### config.mk
export PLATFORM = sky130hd
export DESIGN_NAME = rdmap_ct_rd
export DESIGN_NICKNAME = d
export VERILOG_FILES = /design/src/rtl/rdmap_ct_rd.sv
export SDC_FILE = /design/constraint.sdc
export NUM_CORES = 1
export LEC_CHECK = 0
export CAP_MARGIN = 20
export CORE_MARGIN = 3
export CORE_UTILIZATION = 25
export CTS_BUF_LIST = sky130_fd_sc_hd__clkbuf_4 sky130_fd_sc_hd__clkbuf_8 sky130_fd_sc_hd__clkbuf_16
export CTS_CLUSTER_DIAMETER = 40
export DETAILED_ROUTE_END_ITERATION = 8
export GPL_TIMING_DRIVEN = 0
export RECOVER_POWER = 50
export SYNTH_ARGS = -nofsm -noshare
export SYNTH_HDL_FRONTEND = slang
export SYNTH_SLANG_ARGS = --single-unit
export TNS_END_PERCENT = 50
### constraint.sdc
create_clock -name clk -period 3.7 [get_ports clk]
set_input_delay 0.37 -clock clk [delete_from_list [all_inputs] [get_ports clk]]
set_output_delay 0.37 -clock clk [all_outputs]
set_load 0.03 [all_outputs]
### src/rtl/rdmap_ct_rd.sv
// rdmap_ct_rd: corner-turn reader that walks a chirp-major BRAM column-wise
// and emits one sop/eop-framed Doppler vector per range bin.
module rdmap_ct_rd #(
    parameter int ADDR_W = 17,
    parameter int RD_LAT = 2,
    parameter int GAP    = 2
) (
    input  logic              clk,
    input  logic              rst,
    input  logic              start_i,
    input  logic [15:0]       sample_num_i,
    input  logic [15:0]       chirp_num_i,
    output logic              rd_en_o,
    output logic [ADDR_W-1:0] rd_addr_o,
    input  logic [15:0]       rd_data_i,
    output logic [15:0]       data_out_o,
    output logic              data_valid_o,
    output logic              data_sop_o,
    output logic              data_eop_o,
    output logic              busy_o,
    output logic              done_o,
    output logic              cfg_err_o
);
    typedef enum logic [2:0] {S_IDLE, S_CHECK, S_RUN, S_GAP, S_DRAIN, S_DONE} state_t;
    state_t                 state_q;
    logic [15:0]            samp_q, chirp_q, s_q, c_q;
    logic [ADDR_W-1:0]      addr_q;
    logic [7:0]             cnt_q;
    logic                   cfg_err_q;
    logic [RD_LAT-1:0][2:0] tag_q;
    logic                   vld_q, sop_q, eop_q;
    logic [15:0]            dout_q;
    logic                   legal, bad, last_c, last_s;
    logic [63:0]            span;
    always_comb begin
        legal  = chirp_q == 16'd32 || chirp_q == 16'd64 || chirp_q == 16'd128;
        // chirp_num is a power of two here, so the frame size is a shift
        span   = {48'd0, samp_q} << (chirp_q == 16'd32 ? 5 : chirp_q == 16'd64 ? 6 : 7);
        bad    = !legal || samp_q == 16'd0 || span > (64'd1 << ADDR_W);
        last_c = c_q == chirp_q - 16'd1;
        last_s = s_q == samp_q - 16'd1;
    end
    assign rd_en_o      = state_q == S_RUN;
    assign rd_addr_o    = addr_q;
    assign busy_o       = state_q != S_IDLE && state_q != S_DONE;
    assign done_o       = state_q == S_DONE;
    assign cfg_err_o    = cfg_err_q;
    assign data_out_o   = dout_q;
    assign data_valid_o = vld_q;
    assign data_sop_o   = sop_q;
    assign data_eop_o   = eop_q;
    always_ff @(posedge clk) begin
        if (rst) begin
            state_q   <= S_IDLE;
            samp_q    <= '0;
            chirp_q   <= '0;
            s_q       <= '0;
            c_q       <= '0;
            addr_q    <= '0;
            cnt_q     <= '0;
            cfg_err_q <= 1'b0;
        end else begin
            case (state_q)
                S_IDLE: if (start_i) begin
                    state_q   <= S_CHECK;
                    samp_q    <= sample_num_i;
                    chirp_q   <= chirp_num_i;
                    cfg_err_q <= 1'b0;
                end
                S_CHECK: if (bad) begin
                    cfg_err_q <= 1'b1;
                    state_q   <= S_DONE;
                end else begin
                    state_q <= S_RUN;
                    s_q     <= '0;
                    c_q     <= '0;
                    addr_q  <= '0;
                end
                // address advances by one row per chirp: c*sample_num+s without a multiplier
                S_RUN: if (!last_c) begin
                    c_q    <= c_q + 16'd1;
                    addr_q <= addr_q + ADDR_W'(samp_q);
                end else if (last_s) begin
                    state_q <= S_DRAIN;
                    cnt_q   <= '0;
                end else begin
                    state_q <= S_GAP;
                    s_q     <= s_q + 16'd1;
                    c_q     <= '0;
                    addr_q  <= ADDR_W'(s_q + 16'd1);
                    cnt_q   <= '0;
                end
                S_GAP: if (cnt_q == 8'(GAP - 1)) state_q <= S_RUN;
                       else cnt_q <= cnt_q + 8'd1;
                // RD_LAT+1 cycles so done follows the final registered eop
                S_DRAIN: if (cnt_q == 8'(RD_LAT)) state_q <= S_DONE;
                         else cnt_q <= cnt_q + 8'd1;
                default: state_q <= S_IDLE;
            endcase
        end
    end
    always_ff @(posedge clk) begin
        if (rst) begin
            tag_q  <= '0;
            vld_q  <= 1'b0;
            sop_q  <= 1'b0;
            eop_q  <= 1'b0;
            dout_q <= '0;
        end else begin
            tag_q[0] <= {rd_en_o, rd_en_o && c_q == 16'd0, rd_en_o && last_c};
            for (int i = 1; i < RD_LAT; i++) tag_q[i] <= tag_q[i-1];
            {vld_q, sop_q, eop_q} <= tag_q[RD_LAT-1];
            if (tag_q[RD_LAT-1][2]) dout_q <= rd_data_i;
        end
    end
endmodule

# After elaboration in Yosys (flattened, before gate mapping)
# Index checks and enable logic that the tools add are counted.
# classes
add_sub_neg,7
magnitude_cmp,1
eq_ne,23
n_shift,1
mux,27
n_reduce_logical,21
# ops
cell,count
16-bit 2-to-1 mux,5
64-bit by 18-bit greater-than comparator with 1-bit output (second input constant),1
16-bit case mux with 2 select lines,2
16-bit by 3-bit left shift with 64-bit output,1
17-bit 2-to-1 mux,3
17-bit case mux with 2 select lines,1
16-bit by 1-bit adder with 16-bit output (second input constant),2
16-bit == test,2
16-bit logical NOT,2
16-bit by 1-bit subtractor with 16-bit output (second input constant),2
8-bit 2-to-1 mux,3
8-bit case mux with 3 select lines,1
3-bit 2-to-1 mux,6
16-bit by 1-bit adder with 17-bit output (second input constant),1
17-bit by 16-bit adder with 17-bit output,1
16-bit by 6-bit == test with 1-bit output (second input constant),1
16-bit by 7-bit == test with 1-bit output (second input constant),1
16-bit by 8-bit == test with 1-bit output (second input constant),1
2-bit != test (second input constant),8
3-bit case mux with 5 select lines,1
4-bit AND reduction,3
8-bit by 1-bit adder with 8-bit output (second input constant),1
8-bit by 1-bit == test with 1-bit output (second input constant),1
8-bit by 2-bit == test with 1-bit output (second input constant),1
other kinds (16),29
# word_totals
ff_bits,118
inputBits,51
output_inout_bits,40
wordCells,94

# Logic depth before layout (Yosys ltp)
# logic_depth
ltp_word,8
mapped_depth,15
depth_no_buf,11

# Worst setup path after synthesis
# OpenSTA, ideal clock, no wires.
# synth_timing
kind,register -> register
startpoint,reg chirp_q[0]
endpoint,reg addr_q[10] (netlist: rd_addr_o[10])
setup_ns,0.075
arrival_ns,3.167
t_required_ns,3.625
path_slack_ns,0.458
path_stages_with_launch,15
n_path_buf,3
period_less_slack_ns,3.242
cell_sequence,dfxtp_1 inv_1 ha_1 xnor2_1 a211o_1 or4b_1 a2111oi_1 and4_1 nand4_1 a22o_1 buf_2 nand2b_1 buf_2 buf_2 o22ai_1
# synth_via
elab_chain_cells,8
elab_cells_between_ends,19
classes_between,1 x add/sub; 1 x order compare; 6 x eq/ne; 1 x shift; 4 x mux; 6 x reduce/logical
# synth_rtl
element,line_no,rtl
"start, declared",26,"logic [15:0] samp_q, chirp_q, s_q, c_q;"
"start signal, assigned",67,chirp_q <= chirp_num_i;
16-bit by 7-bit == test with 1-bit output or 16-bit by 6-bit == test with 1-bit output (tied branches),"36, 38",
1-bit 2-to-1 mux or 1-bit logical OR (tied branches),"38, 36",
2-bit 2-to-1 mux or 1-bit logical OR (tied branches),"38, 36",
16-bit by 3-bit left shift with 64-bit output or 1-bit logical NOT (tied branches),"38, 39",
64-bit by 18-bit greater-than comparator with 1-bit output or 1-bit logical OR (tied branches),39,bad = !legal || samp_q == 16'd0 || span > (64'd1 << ADDR_W);
1-bit logical OR,39,
2-bit != test (no source line),--,
3-bit AND reduction (no source line),--,
"end signal, assigned",82,addr_q <= addr_q + ADDR_W'(samp_q);
"end signal, assigned",90,addr_q <= ADDR_W'(s_q + 16'd1);
"end, declared",27,logic [ADDR_W-1:0] addr_q;
# Several ways; a longest one is shown, not always the timed one.
# A chain may end at the register's enable or synchronous reset.

# Worst setup path after layout
# layout_timing
startpoint,reg chirp_q[0]
endpoint,reg addr_q[1] (netlist: rd_addr_o[1])
# Same word-level chain as after synthesis.

==> results.py <==
metrics = {
    "sta": {
        "max_freq_mhz": 283,
        "relSlewSlack": 0.466,
        "setup-violations-final": 0,
        "period_minus_slack_ps": 3540,
        "final_hold_viol_count": 0,
        "finClkSkew_ps": 9.79,
        "fin_ws_ps": 161,
        "fin_crit_sh": 0.956,
        "fin_setup_tns_ps": 0,
        "slew_viol_final": 0,
        "tightest_slew_ps": 798,
        "rsz0062_at_grt": "false",
    },
    "critical_path": {
        "worst_setup_path_start_kind": "flop",
        "cp_max_fo": 10,
        "slowest_stage": "or4b_1",
        "cp_num_buf_inv": 3,
        "r2r_end": "rd_addr_o[1]",
        "reg2regPathDepth": 12,
        "worstSetupPathType": "reg2reg",
        "end_kind": "flop",
        "critPathMaxStageDelay_ps": 520,
        "required_ps": 4000,
        "cp_top_family": "simple AND/OR/NAND/NOR gates",
        "crit_chain": "inv_1, ha_1, xnor2_1, a211o_1, or4b_1, a2111oi_2, nand3_1, and4b_1, buf_2, clkbuf_1, mux2i_1, o22ai_1",
        "ff2ff_setup_slack_ps": 160,
        "r2r-start": "chirp_q[0]",
        "arrival_ps": 3840,
    },
    "hold_path": {
        "min_path_cells": 1,
        "min-delay-start": "tag_q[3]",
        "hold_path_class": "reg2reg",
        "holdPathEnd": "data_eop_o",
    },
    "grt": {
        "first_global_vias": 7083,
        "antenna_found_initial": 0,
        "grt_pass1_wl_microns": 38600,
        "grt_max_degree": 17,
        "overflow": 0,
        "track_usage": 0.146,
        "gr-usage-met3": 0.0302,
        "use_met2": 0.234,
        "grt-busiest-layer": "met2",
        "grtUsageMet1": 0.198,
    },
    "power": {
        "ir_drop_mv": 0.324,
        "pwr_density_cell_nw_per_um2": 498,
        "power.leakage_nw": 3.81,
    },
    "clock_network": {
        "hold_buffers": 0,
        "worstSkewPairLatency_ps": 420,
        "cts_sinks": 118,
        "cts_max_level": 4,
        "clockBufferDepth": 2,
        "cts_tree": "built",
        "clock-root-buffer": "clkbuf_16",
        "clkTransAtPathRegs_ps": 60,
        "cts_inserted_buffers": 17,
    },
    "floorplanning": {
        "fp.dieH_microns": 181,
        "core_sq_um": 29900,
        "pin_count": 91,
        "start_util": 0.256,
        "die-area_sq_um": 32700,
        "die_w_microns": 181,
        "placementRows": 63,
    },
    "synthesis": {
        "synthCells": 978,
        "ys_seq_elements": 118,
        "synth-edff-count": 0,
        "avgSynthCellArea_sq_um": 7.81,
        "synth_cell_types": 82,
        "synth_area_sq_um": 7640,
        "async_flop_share": 0,
        "synth.net_count": 1054,
        "ys_seq_area_frac": 0.309,
        "yosysWarnings": 0,
        "synth-main-ff-cell": "dfxtp_1",
    },
    "route": {
        "drcViolationCount": 0,
        "first_iter_violations": 424,
        "antenna_left": 0,
        "wl_microns": 24300,
        "vias": 7615,
        "wire_per_inst_microns": 16.3,
        "firstDrtPassIters": 8,
        "via_per_inst": 5.10,
    },
    "layout": {
        "diodes": 0,
        "final_nets": 1167,
        "drive_above_1_share": 0.0924,
        "syn_to_final_growth_pct": 28.0,
        "fin_area_sq_um": 9770,
        "postLayoutCoreUtil": 0.327,
    },
    "flow_run": {
        "drv_cap": 0,
    },
    "placement": {
        "dpl_worst_slack_ps": -142,
        "place.gp.congestion": 0.852,
        "portBuffers": 89,
        "placed_cell_area_sq_um": 9010,
        "post-dp-hpwl_microns": 18300,
    },
    "run_status": {
        "outcome": "complete, no violations",
    },
}
==> repair_timing <==
| action | CTS | global route |
|---|---|---|
| pin swaps | 1 | 5 |
| buffers inserted | 1 | 4 |
| gates resized for setup | 4 | 31 |
| endpoints found under the setup margin | 11 | 55 |
==> placed cells by master, fill, tap and decap left out, drive strengths merged, types with 8 or more instances in the layout <==
| cell | synthesis | routed |
|---|---|---|
| a21o | 15 | 15 |
| or3 | 11 | 11 |
| xnor2 | 51 | 51 |
| o22ai | 21 | 21 |
| nand3 | 32 | 32 |
| inv | 39 | 40 |
| buf | 17 | 21 |
| nor2b | 11 | 11 |
| nand4 | 18 | 18 |
| nor3b | 11 | 11 |
| dlygate4sd3 | 0 | 37 |
| clkdlybuf4s50 | 0 | 52 |
| a21oi | 75 | 75 |
| nor3 | 46 | 46 |
| dfxtp | 118 | 118 |
| o211a | 13 | 13 |
| mux2i | 21 | 21 |
| nand2 | 111 | 111 |
| o21ai | 34 | 34 |
| clkbuf | 49 | 71 |
| ha | 24 | 24 |
| or4 | 8 | 8 |
| nor2 | 82 | 82 |
| xor2 | 22 | 22 |
| and3 | 18 | 18 |
| nor4 | 18 | 18 |
==> state kept, by name (all words and copies together), names as in the netlist <==
register and cells:
c_q 16, cfg_err_o 1, chirp_q 16, cnt_q 8, data_eop_o 1, data_out_o 16, data_sop_o 1, data_valid_o 1
rd_addr_o 17, s_q 16, samp_q 16, state_q 3, tag_q 6
==> layout make-up <==
type	count	area, sq um
Fill cell	3179	20100
Multi-Input combinational cell	754	4930
Sequential cell	118	2360
Timing Repair Buffer	94	928
Tap cell	390	488
Clock buffer	21	468
Buffer	66	297
Inverter	40	150
Clock inverter	11	149
==> metal layers <==
metal | wire length (microns) | part of all wire
met5 | 0 | 0
met4 | 580 | 0.024
met3 | 1180 | 0.048
met2 | 11200 | 0.46
met1 | 11400 | 0.47
==> synthesized netlist by cell type (all sizes together), types with 13 or more instances <==
library cell  number  share of area
a21o              15          0.015
a21oi             75          0.049
and3              18          0.015
buf               17          0.013
clkbuf            49          0.024
dfxtp            118           0.31
ha                24          0.039
inv               39          0.019
mux2i             21          0.028
nand2            111          0.055
nand3             32          0.021
nand4             18          0.015
nor2              82          0.041
nor3              46          0.031
nor4              18          0.018
o211a             13          0.017
o21ai             34          0.022
o22ai             21          0.017
xnor2             51          0.058
xor2              22          0.025
==> through the flow <==
stage | power, W | std cells | hold WS (ps)
after floorplan | 0.00259 | 978 | 414
after global placement | 0.00301 | 1457 | 426
after detailed placement | 0.00303 | 1457 | 425
after CTS | 0.00482 | 1490 | 435
after global routing | 0.00515 | 1494 | 449
final | 0.00487 | 1494 | 432
==> worst max-delay path by stage <==
stage                      startpoint       endpoint  slack (ps)  cells past startpoint
after floorplan            chirp_q[0]  rd_addr_o[10]         460                     14
after global placement     chirp_q[0]  rd_addr_o[15]        -120                     13
after detailed placement   chirp_q[0]  rd_addr_o[15]        -140                     13
after CTS                 chirp_q[13]  rd_addr_o[15]           2                     12
after global routing       chirp_q[5]     state_q[2]           8                     10
final                      chirp_q[0]   rd_addr_o[1]         160                     12
==> cell families (layout without fill, tap and decap cells) <==
| logic type | Yosys count | count (layout) | synth area share |
|---|---|---|---|
| multiplexers | 28 | 28 | 0.0379 |
| adder cells (fa/ha/maj) | 25 | 25 | 0.0419 |
| XOR/XNOR | 73 | 73 | 0.0837 |
| AND/OR/NAND/NOR | 398 | 398 | 0.271 |
| flip-flops | 118 | 118 | 0.309 |
| AO/OA/AOI/OAI | 230 | 230 | 0.199 |
| buffers and inverters | 106 | 232 | 0.0570 |
==> power by group <==
part | internal (W) | total [W] | switching (W)
combinational | 0.000663 | 0.00163 | 0.000967
clock | 0.00111 | 0.00175 | 0.000643
sequential | 0.00136 | 0.00148 | 0.000128
total | 0.00313 | 0.00487 | 0.00174
No activity file was read; power rests on OpenSTA's default activity.
